**src/rtl/mips_pkg.sv**
```systemverilog
// rtl/mips_pkg.sv - shared MIPS pipeline types: register index width, scoreboard entry, control bundle
package mips_pkg;

  localparam int REG_ADDR_W = 5;
  localparam logic [REG_ADDR_W-1:0] REG_ZERO = '0;

  typedef struct packed {
    logic                  valid;
    logic [REG_ADDR_W-1:0] dest;
    logic                  is_load;
  } sb_entry_t;

  typedef struct packed {
    logic pc_write;
    logic ifid_write;
    logic ifid_flush;
    logic idex_flush;
  } ctrl_t;

endpackage

```
**src/rtl/hazard_scheduler_if.sv**
```systemverilog
// rtl/hazard_scheduler_if.sv - decoder/pipeline side signals of the hazard scheduler
interface hazard_scheduler_if #(
  parameter int REG_ADDR_W = 5,
  parameter int CNT_W      = 16
);

  logic                  id_valid;
  logic [REG_ADDR_W-1:0] id_rs;
  logic [REG_ADDR_W-1:0] id_rt;
  logic                  id_uses_rs;
  logic                  id_uses_rt;
  logic                  id_reg_write;
  logic [REG_ADDR_W-1:0] id_dest;
  logic                  id_mem_read;
  logic                  id_jump;
  logic                  ex_branch_taken;
  logic                  mem_busy;
  logic                  pc_write;
  logic                  ifid_write;
  logic                  ifid_flush;
  logic                  idex_flush;
  logic [CNT_W-1:0]      stall_count;

  modport master (
    output id_valid, id_rs, id_rt, id_uses_rs, id_uses_rt, id_reg_write,
           id_dest, id_mem_read, id_jump, ex_branch_taken, mem_busy,
    input  pc_write, ifid_write, ifid_flush, idex_flush, stall_count
  );

  modport slave (
    input  id_valid, id_rs, id_rt, id_uses_rs, id_uses_rt, id_reg_write,
           id_dest, id_mem_read, id_jump, ex_branch_taken, mem_busy,
    output pc_write, ifid_write, ifid_flush, idex_flush, stall_count
  );

endinterface

```
**src/rtl/hazard_scheduler_match.sv**
```systemverilog
// rtl/hazard_scheduler_match.sv - compares one scoreboard entry against the ID source registers
module hazard_match
  import mips_pkg::*;
#(
  parameter int   REG_ADDR_W = mips_pkg::REG_ADDR_W,
  parameter logic LOAD_ONLY  = 1'b0
) (
  input  sb_entry_t             entry,
  input  logic                  id_valid,
  input  logic [REG_ADDR_W-1:0] id_rs,
  input  logic [REG_ADDR_W-1:0] id_rt,
  input  logic                  id_uses_rs,
  input  logic                  id_uses_rt,
  output logic                  hit
);

  logic src_hit;

  assign src_hit = (id_uses_rs & (id_rs == entry.dest)) |
                   (id_uses_rt & (id_rt == entry.dest));

  // LOAD_ONLY restricts the hazard to load producers when a forwarding unit covers the rest
  assign hit = id_valid & entry.valid & (entry.dest != REG_ZERO) & src_hit &
               (entry.is_load | ~LOAD_ONLY);

endmodule

```
**src/rtl/hazard_scheduler.sv**
```systemverilog
// rtl/hazard_scheduler.sv - ID-stage stall/flush sequencer with EX/MEM write scoreboard
// Build option: HAZARD_SCHEDULER_FORWARDING_EN (load-use interlock only).
module hazard_scheduler
  import mips_pkg::*;
#(
  parameter int REG_ADDR_W = mips_pkg::REG_ADDR_W,
  parameter int CNT_W      = 16
) (
  input  logic              clk,
  input  logic              reset,
  hazard_scheduler_if.slave bus
);

  // Entries leaving MEM are in WB, which the write-first register file resolves, so no WB copy is kept.
  sb_entry_t        sb_ex;
  sb_entry_t        sb_mem;
  logic             ex_hit;
  logic             mem_hit;
  logic             raw_stall;
  logic             stall_now;
  ctrl_t            ctrl;
  logic [CNT_W-1:0] stall_cnt;

`ifdef HAZARD_SCHEDULER_FORWARDING_EN
  localparam logic EX_LOAD_ONLY = 1'b1;
`else
  localparam logic EX_LOAD_ONLY = 1'b0;
`endif

  hazard_match #(.REG_ADDR_W(REG_ADDR_W), .LOAD_ONLY(EX_LOAD_ONLY)) u_match_ex (
    .entry      (sb_ex),
    .id_valid   (bus.id_valid),
    .id_rs      (bus.id_rs),
    .id_rt      (bus.id_rt),
    .id_uses_rs (bus.id_uses_rs),
    .id_uses_rt (bus.id_uses_rt),
    .hit        (ex_hit)
  );

  hazard_match #(.REG_ADDR_W(REG_ADDR_W), .LOAD_ONLY(1'b0)) u_match_mem (
    .entry      (sb_mem),
    .id_valid   (bus.id_valid),
    .id_rs      (bus.id_rs),
    .id_rt      (bus.id_rt),
    .id_uses_rs (bus.id_uses_rs),
    .id_uses_rt (bus.id_uses_rt),
    .hit        (mem_hit)
  );

`ifdef HAZARD_SCHEDULER_FORWARDING_EN
  assign raw_stall = ex_hit;
`else
  assign raw_stall = ex_hit | mem_hit;
`endif

  always_comb begin
    ctrl      = '{pc_write: 1'b1, ifid_write: 1'b1, ifid_flush: 1'b0, idex_flush: 1'b0};
    stall_now = 1'b0;
    if (reset) begin
      ctrl = '{pc_write: 1'b0, ifid_write: 1'b0, ifid_flush: 1'b1, idex_flush: 1'b1};
    end else if (bus.mem_busy) begin
      ctrl = '{pc_write: 1'b0, ifid_write: 1'b0, ifid_flush: 1'b0, idex_flush: 1'b0};
    end else if (bus.ex_branch_taken) begin
      ctrl = '{pc_write: 1'b1, ifid_write: 1'b1, ifid_flush: 1'b1, idex_flush: 1'b1};
    end else if (bus.id_jump) begin
      ctrl = '{pc_write: 1'b1, ifid_write: 1'b1, ifid_flush: 1'b1, idex_flush: 1'b0};
    end else if (raw_stall) begin
      ctrl      = '{pc_write: 1'b0, ifid_write: 1'b0, ifid_flush: 1'b0, idex_flush: 1'b1};
      stall_now = 1'b1;
    end
  end

  always_ff @(posedge clk) begin
    if (reset) begin
      sb_ex     <= '0;
      sb_mem    <= '0;
      stall_cnt <= '0;
    end else if (!bus.mem_busy) begin
      sb_mem        <= sb_ex;
      sb_ex.valid   <= bus.id_valid & bus.id_reg_write & ~ctrl.idex_flush;
      sb_ex.dest    <= bus.id_dest;
      sb_ex.is_load <= bus.id_mem_read;
      if (stall_now && (stall_cnt != {CNT_W{1'b1}})) begin
        stall_cnt <= stall_cnt + 1'b1;
      end
    end
  end

  assign bus.pc_write    = ctrl.pc_write;
  assign bus.ifid_write  = ctrl.ifid_write;
  assign bus.ifid_flush  = ctrl.ifid_flush;
  assign bus.idex_flush  = ctrl.idex_flush;
  assign bus.stall_count = stall_cnt;

endmodule

```
**src/flat_wrapper.sv**
```systemverilog
// flat-port wrapper written by rule: the top's interface ports become plain ports
module hazard_scheduler_flat import mips_pkg::*;
#(
  parameter int REG_ADDR_W = mips_pkg::REG_ADDR_W,
  parameter int CNT_W      = 16
)
  (clk, reset, bus_id_valid, bus_id_rs, bus_id_rt, bus_id_uses_rs, bus_id_uses_rt, bus_id_reg_write, bus_id_dest, bus_id_mem_read, bus_id_jump, bus_ex_branch_taken, bus_mem_busy, bus_pc_write, bus_ifid_write, bus_ifid_flush, bus_idex_flush, bus_stall_count);
  hazard_scheduler_if #(.REG_ADDR_W(REG_ADDR_W), .CNT_W(CNT_W)) bus_i ();
  input  logic clk;
  input  logic reset;
  input wire logic [$bits(bus_i.id_valid)-1:0] bus_id_valid;
  input wire logic [$bits(bus_i.id_rs)-1:0] bus_id_rs;
  input wire logic [$bits(bus_i.id_rt)-1:0] bus_id_rt;
  input wire logic [$bits(bus_i.id_uses_rs)-1:0] bus_id_uses_rs;
  input wire logic [$bits(bus_i.id_uses_rt)-1:0] bus_id_uses_rt;
  input wire logic [$bits(bus_i.id_reg_write)-1:0] bus_id_reg_write;
  input wire logic [$bits(bus_i.id_dest)-1:0] bus_id_dest;
  input wire logic [$bits(bus_i.id_mem_read)-1:0] bus_id_mem_read;
  input wire logic [$bits(bus_i.id_jump)-1:0] bus_id_jump;
  input wire logic [$bits(bus_i.ex_branch_taken)-1:0] bus_ex_branch_taken;
  input wire logic [$bits(bus_i.mem_busy)-1:0] bus_mem_busy;
  output wire logic [$bits(bus_i.pc_write)-1:0] bus_pc_write;
  output wire logic [$bits(bus_i.ifid_write)-1:0] bus_ifid_write;
  output wire logic [$bits(bus_i.ifid_flush)-1:0] bus_ifid_flush;
  output wire logic [$bits(bus_i.idex_flush)-1:0] bus_idex_flush;
  output wire logic [$bits(bus_i.stall_count)-1:0] bus_stall_count;
  assign bus_i.id_valid = bus_id_valid;
  assign bus_i.id_rs = bus_id_rs;
  assign bus_i.id_rt = bus_id_rt;
  assign bus_i.id_uses_rs = bus_id_uses_rs;
  assign bus_i.id_uses_rt = bus_id_uses_rt;
  assign bus_i.id_reg_write = bus_id_reg_write;
  assign bus_i.id_dest = bus_id_dest;
  assign bus_i.id_mem_read = bus_id_mem_read;
  assign bus_i.id_jump = bus_id_jump;
  assign bus_i.ex_branch_taken = bus_ex_branch_taken;
  assign bus_i.mem_busy = bus_mem_busy;
  assign bus_pc_write = bus_i.pc_write;
  assign bus_ifid_write = bus_i.ifid_write;
  assign bus_ifid_flush = bus_i.ifid_flush;
  assign bus_idex_flush = bus_i.idex_flush;
  assign bus_stall_count = bus_i.stall_count;
  hazard_scheduler #(.REG_ADDR_W(REG_ADDR_W), .CNT_W(CNT_W)) u_core (.clk(clk), .reset(reset), .bus(bus_i));
endmodule
```
**config.mk**
```make
export PLATFORM = sky130hd
export DESIGN_NAME = hazard_scheduler_flat
export DESIGN_NICKNAME = d
export VERILOG_FILES = /design/src/rtl/mips_pkg.sv /design/src/rtl/hazard_scheduler_if.sv /design/src/rtl/hazard_scheduler_match.sv /design/src/rtl/hazard_scheduler.sv /design/src/flat_wrapper.sv
export SDC_FILE = /design/constraint.sdc
export NUM_CORES = 1
export LEC_CHECK = 0
export ABC_AREA = 0
export BUFFER_PORTS_ARGS = -buffer_cell sky130_fd_sc_hd__buf_2
export CORE_UTILIZATION = 56
export DETAILED_ROUTE_END_ITERATION = 6
export PLACE_DENSITY = 0.84
export SLEW_MARGIN = 20
export SYNTH_ARGS = -nofsm -noshare
export SYNTH_HDL_FRONTEND = slang
export SYNTH_SLANG_ARGS = --single-unit
```
**constraint.sdc**
```tcl
create_clock -name clk -period 5.09 [get_ports clk]
set_input_delay 1.2725 -clock clk [delete_from_list [all_inputs] [get_ports clk]]
set_output_delay 1.2725 -clock clk [all_outputs]
set_load 0.02 [all_outputs]
```
# Yosys cells after proc, flatten, opt, wreduce, memory -nomap -nowiden
# Cells that the tools add are included.
# classes
addsub	1
n_mul	0
div	0
order_cmp	0
n_eq_ne	5
shift	0
n_mux	10
n_bitwise	17
reduce_logical	4
# op_table
op	n
equality test 5 bit	4
two-way mux 4 bit	5
adder 16 x 1 -> 16 bit, second input constant	1
inequality test 16 bit, second input constant	1
AND 1 bit	12
nonzero test 5 bit	2
two-way mux 1 bit	5
OR 1 bit	3
inverter 1 bit	2
AND reduction 2 bit	1
logical AND 1 bit	1
# word_totals
register_bits	28
latchBits	0
mem_bits_rw	0
mem_bits_ro	0
output_inout_bits	20
wordCells	42
memories	0

# Depth between registers and ports, before layout
# depth
ltp_word	12
depth_mapped	8
depth_no_buf	6

# Modules after synthesis
# From an unflattened synthesis, not the netlist that was laid out.
# unflattened
cells_unflattened	191
area_unflattened_um2	1712.9
# by_module_without_submodules
mod	n_inst	cells_per_inst	area_per_inst_um2	seq_area_each_um2
hazard_scheduler	1	157	1442.6	600.6
hazard_match	2	17	135.1	0.0

# Worst setup path before layout
# Ideal clock, no wire load.
# synth_path
path_kind	input to output
start	input bus_id_rs[4]
end	output bus_pc_write
t_arrival_ns	2.633
required_time_ns	3.818
path_slack_ns	1.185
cell_stages	7
n_path_buf	1
path_cell_list	xnor2_1 > nand4_1 > o22ai_1 > a22oi_1 > nor3_1 > nor3_1 > buf_4
# synth_via
elab_chain_len	10
word_cells_on_any_way	14
cone_classes	eq/ne: 2; mux: 5; bitwise: 7
# synth_rtl
element	line_no	rtl
start: declaration	flat_wrapper.sv:12	input wire logic [$bits(bus_i.id_rs)-1:0] bus_id_rs;
equality test 5 bit	hazard_scheduler_match.sv:19	assign src_hit = (id_uses_rs & (id_rs == entry.dest)) |
AND 1 bit	hazard_scheduler_match.sv:19	
OR 1 bit	hazard_scheduler_match.sv:19	
AND 1 bit	hazard_scheduler_match.sv:23	assign hit = id_valid & entry.valid & (entry.dest != REG_ZERO) & src_hit &
OR 1 bit *	hazard_scheduler.sv:53	assign raw_stall = ex_hit | mem_hit;
two-way mux 4 bit *	hazard_scheduler.sv:67	end else if (raw_stall) begin
two-way mux 4 bit *	hazard_scheduler.sv:65	end else if (bus.id_jump) begin
two-way mux 4 bit *	hazard_scheduler.sv:63	end else if (bus.ex_branch_taken) begin
two-way mux 4 bit *	hazard_scheduler.sv:61	end else if (bus.mem_busy) begin
two-way mux 4 bit *	hazard_scheduler.sv:59	if (reset) begin
end: declaration	flat_wrapper.sv:22	output wire logic [$bits(bus_i.pc_write)-1:0] bus_pc_write;
# Mark *: on every way between the ends. The rest lies on a longest branch, timed or not.

# Worst setup path in the final report
# layout_path
start	input bus_id_rs[3]
end	output bus_idex_flush
# layout_via
elab_chain_len	10
word_cells_on_any_way	14
cone_classes	eq/ne: 2; mux: 5; bitwise: 7
# layout_rtl
element	line_no	rtl
equality test 5 bit	hazard_scheduler_match.sv:19	
AND 1 bit	hazard_scheduler_match.sv:19	
OR 1 bit	hazard_scheduler_match.sv:19	
AND 1 bit	hazard_scheduler_match.sv:23	
OR 1 bit *	hazard_scheduler.sv:53	
two-way mux 4 bit *	hazard_scheduler.sv:67	
two-way mux 4 bit *	hazard_scheduler.sv:65	
two-way mux 4 bit *	hazard_scheduler.sv:63	
two-way mux 4 bit *	hazard_scheduler.sv:61	
two-way mux 4 bit *	hazard_scheduler.sv:59	
end: declaration	flat_wrapper.sv:25	output wire logic [$bits(bus_i.idex_flush)-1:0] bus_idex_flush;
# Marks and branches as above.

==> results summary <==
In this run, post-CTS repair resized a total of 0 instances. The startpoint type of the worst setup path is an input port. The average wire per cell in the routed design is approximately 15 µm.

The via count normalized by instance count is just over 6. For this configuration, the core starts out at a cell density of 0.6048. The number of buffers added for setup after CTS came out at 0. The number of buffers inserted by port buffering came out at between 40 and 50. The wire-length estimate of the detail-placed layout is about 2800 µm. The peak fanout along the critical path came out at 2. The hold slack came out at about 500 ps. The final route contains roughly 1.5k vias. In this run the most critical hold path is launched from u_core.bus.stall_count[4]. The signal on the critical path passes through buf_2, xnor2_1, nand4_1, o22ai_1, a22oi_1, nor2_1, o31a_1, buf_2.

The flow ran to the end, but the final reports show violations. The final routed DRC violation total came out at 3. For this run, the detailed router's first-pass iteration total came to 6. The area of the mapped netlist came out at 1697 µm². The floorplan die height is between 50 and 60 µm. The relative max-transition margin came out at 0.4496. The worst path setup slack after routing came out at ~1200 ps. The via count of the first global-routing pass came to ~1.5k. The deepest clock path buffer count is 2. The transition time at the pin with the least slew margin is 825.6 ps. The kind of cell with the highest combined delay along the critical path is compound AO/OA/AOI/OAI gates.

The share of the synthesized area in the top cell type came out at 0.3304. The placement-stage worst setup slack is 1207 ps. The area inside the core boundary came out at ~2800 µm².

The post-layout net count came out at 247. The most common cell type on the critical path is sky130_fd_sc_hd__buf_2. The achievable frequency is roughly 260 MHz. The path type of the worst setup path is in2out.

Counting I/O delays and the setup requirement, the final critical path takes between 3000 and 4000 ps. Clock-pin slew was measured on the worst setup and hold paths at 140 ps. The I/O pin count is between 40 and 50. Setup repair after global routing left no endpoint under its margin.

Clock latency on the worst-skew pair, taken at its later pin, is around 330 ps. The combined area of the multi-input logic cells is roughly 1100 µm². The total count of max-transition violations in the final report came to 0. Leaving out fill and tap cells, the most frequent cells in the layout are sky130_fd_sc_hd__buf_2, sky130_fd_sc_hd__dfxtp_1, sky130_fd_sc_hd__xnor2_1. The number of flip-flops and latches in the synthesized netlist came out at 28. The number of cells produced by synthesis came out at between 150 and 200. The worst setup path is captured at an output port. The initial antenna violation count is 0. The number of warnings reported in the yosys synthesis log came out at 0. TritonCTS built the clock tree. The first-pass GRT wire length came out at ~6200 µm.

The share of the Yosys chip area taken by registers is 0.3304. The number of enable-type register cells in the synthesized netlist came out at 0. The largest net degree at the start of global routing came out at 37. The buffers plus inverters on the worst setup path is 2.

The worst setup skew after layout came out at about 12 ps. The number of non-filler instances in the completed layout came out at around 250. The number of nets in the synthesized netlist came out at 210. In this design, the stage delay of the slowest critical-path cell is 330 ps. In this run the worst setup path begins at bus_id_rs[3]. The total global routing track utilization is 0.2433. The width of the die is between 50 and 60 µm. The share of layout cells above drive strength 1 is 0.3045. The number of buffers inserted by hold repair at cts is 0. Global routing finished with a remaining overflow of 0.

The distinct cell type count of the synthesized netlist is 38. The cell type with the highest aggregate area in the netlist is sky130_fd_sc_hd__dfxtp_1. The antenna diode count came out at 0. In the synthesized netlist the dominant register cell turns out to be sky130_fd_sc_hd__dfxtp_1.

The final number of hold-violating endpoints is 0. The remaining antenna violation count is 0. The max capacitance violation total is 0.

In this run, CTS created clock tree buffers numbering 3. The share of the cycle needed by the critical path after routing is 0.7604. The final estimated routing congestion in global placement is 0.8731.

A synthesized cell averages approximately 9.2 µm². After synthesis, the cell types taking the most area are sky130_fd_sc_hd__dfxtp_1, sky130_fd_sc_hd__xnor2_1, sky130_fd_sc_hd__mux2i_1. The worst path required time is between 3000 and 4000 ps. The cell area after layout came out at 1928 µm².

The total power per unit cell area came out at around 200 nW/µm². Row generation in the floorplan step produced 19 rows. The tree is rooted in a sky130_fd_sc_hd__clkbuf_4. The signed area change from the synthesized netlist to the final layout came out at 13.64%.

The type of the worst min-delay path is reg2reg. Summing all flip-flop and latch instances after layout gives 560.5 µm². The standard cell with the maximum stage delay on the critical path is sky130_fd_sc_hd__o22ai_1.

The endpoint arrival time on the critical path came out at ~2600 ps. The final number of setup-violating endpoints came out at 0. The checks that failed: design-rule violations. The share of synthesized registers carrying an async set or reset came out at 0. The number of placed cells counting well taps came out at 247.

The library cell used most frequently in the layout, excluding fill and tap cells, is sky130_fd_sc_hd__buf_2. The TritonCTS sink count is 28. The number of design-rule violations left by the first detailed-router iteration is 70. The post-place instance area came out at about 1900 µm². The worst-case IR drop observed on VDD is ~0.11 mV. Fill cells in the final layout number ~230. The total negative setup slack came out at 0 ps. In this run the number of H-tree levels came out at 1. The leakage power summed over all cells is roughly 0.75 nW. The die covers 3254 µm². The total length of routed wires is 3801 µm.

The worst register-to-register path begins at u_core.sb_mem[5].
[stage by stage]
step           power, mW    util
2_1_floorplan     0.2680       -
3_3_place_gp      0.2837  0.6744
3_5_place_dp      0.2869  0.6744
4_1_cts           0.3965  0.6873
5_1_grt           0.4067  0.6873
6_report          0.3922  0.6873
[flip-flops by register name (all words and copies together) (netlist names)]
name,count
u_core.bus.stall_count,16
u_core.sb_ex,6
u_core.sb_mem,6
[cell usage after synthesis (all sizes together), types with 2 or more instances]
cell type  count
o31ai         10
o22ai          3
or4           11
nor3           3
and4           2
inv            2
nand4          8
o311a          2
dfxtp         28
and3           5
nand2          7
clkbuf         4
nor4b          2
a21oi         12
nor2b          4
o21ai          2
buf            8
nor2          18
nand3          5
mux2           4
xnor2         20
mux2i         11
or3            3
[area by class of cell]
class	count	share of cell area
Multi-Input combinational cell	142	0.5509
Sequential cell	28	0.2907
Tap cell	31	0.02012
Inverter	2	0.003894
Clock buffer	4	0.01882
Timing Repair Buffer	44	0.1155
[final timing paths]
path / end / slack, ps / cells past startpoint
hold / removal: u_core.bus.stall_count[4] / 500 / 2
hold reg to reg: u_core.bus.stall_count[4] / 500 / 2
setup / recovery: bus_idex_flush / 1220 / 8
setup reg to reg: u_core.bus.stall_count[10] / 2650 / 6
[tightest hold or removal path: cells and delay by family, from the launching register on]
kind               cells  cell delay [ps]
AOI/OAI and AO/OA      2              110
DFF                    1              350
[power by group]
group | internal (mW) | leakage (nW) | switching (mW)
combinational | 0.0255 | 0.504 | 0.0273
sequential | 0.223 | 0.227 | 0.00650
clock | 0.0438 | 0.0210 | 0.0659
total | 0.293 | 0.752 | 0.0996
[logic make-up after synthesis]
logic type / count (synthesis) / share of synthesized area
muxes: 15 / 0.1003
DFF: 28 / 0.3304
AOI/OAI and AO/OA: 33 / 0.1541
and+or+nand+nor: 73 / 0.2611
xor gates and xnor gates: 20 / 0.1032
buffers and inverters: 14 / 0.04351
adders and majority gates: 1 / 0.007373
[per-layer routing]
metal | routed length (µm) | vias to the layer above | global-route usage
met2 | 1959 | 43 | 0.4336
met5 | 0 | - | 0
met3 | 130 | 6 | 0.03401
met4 | 69 | 0 | 0.1220
li1 | - | 751 | -
met1 | 1641 | 745 | 0.2851
Note: power is estimated with default switching activity, not from simulation.
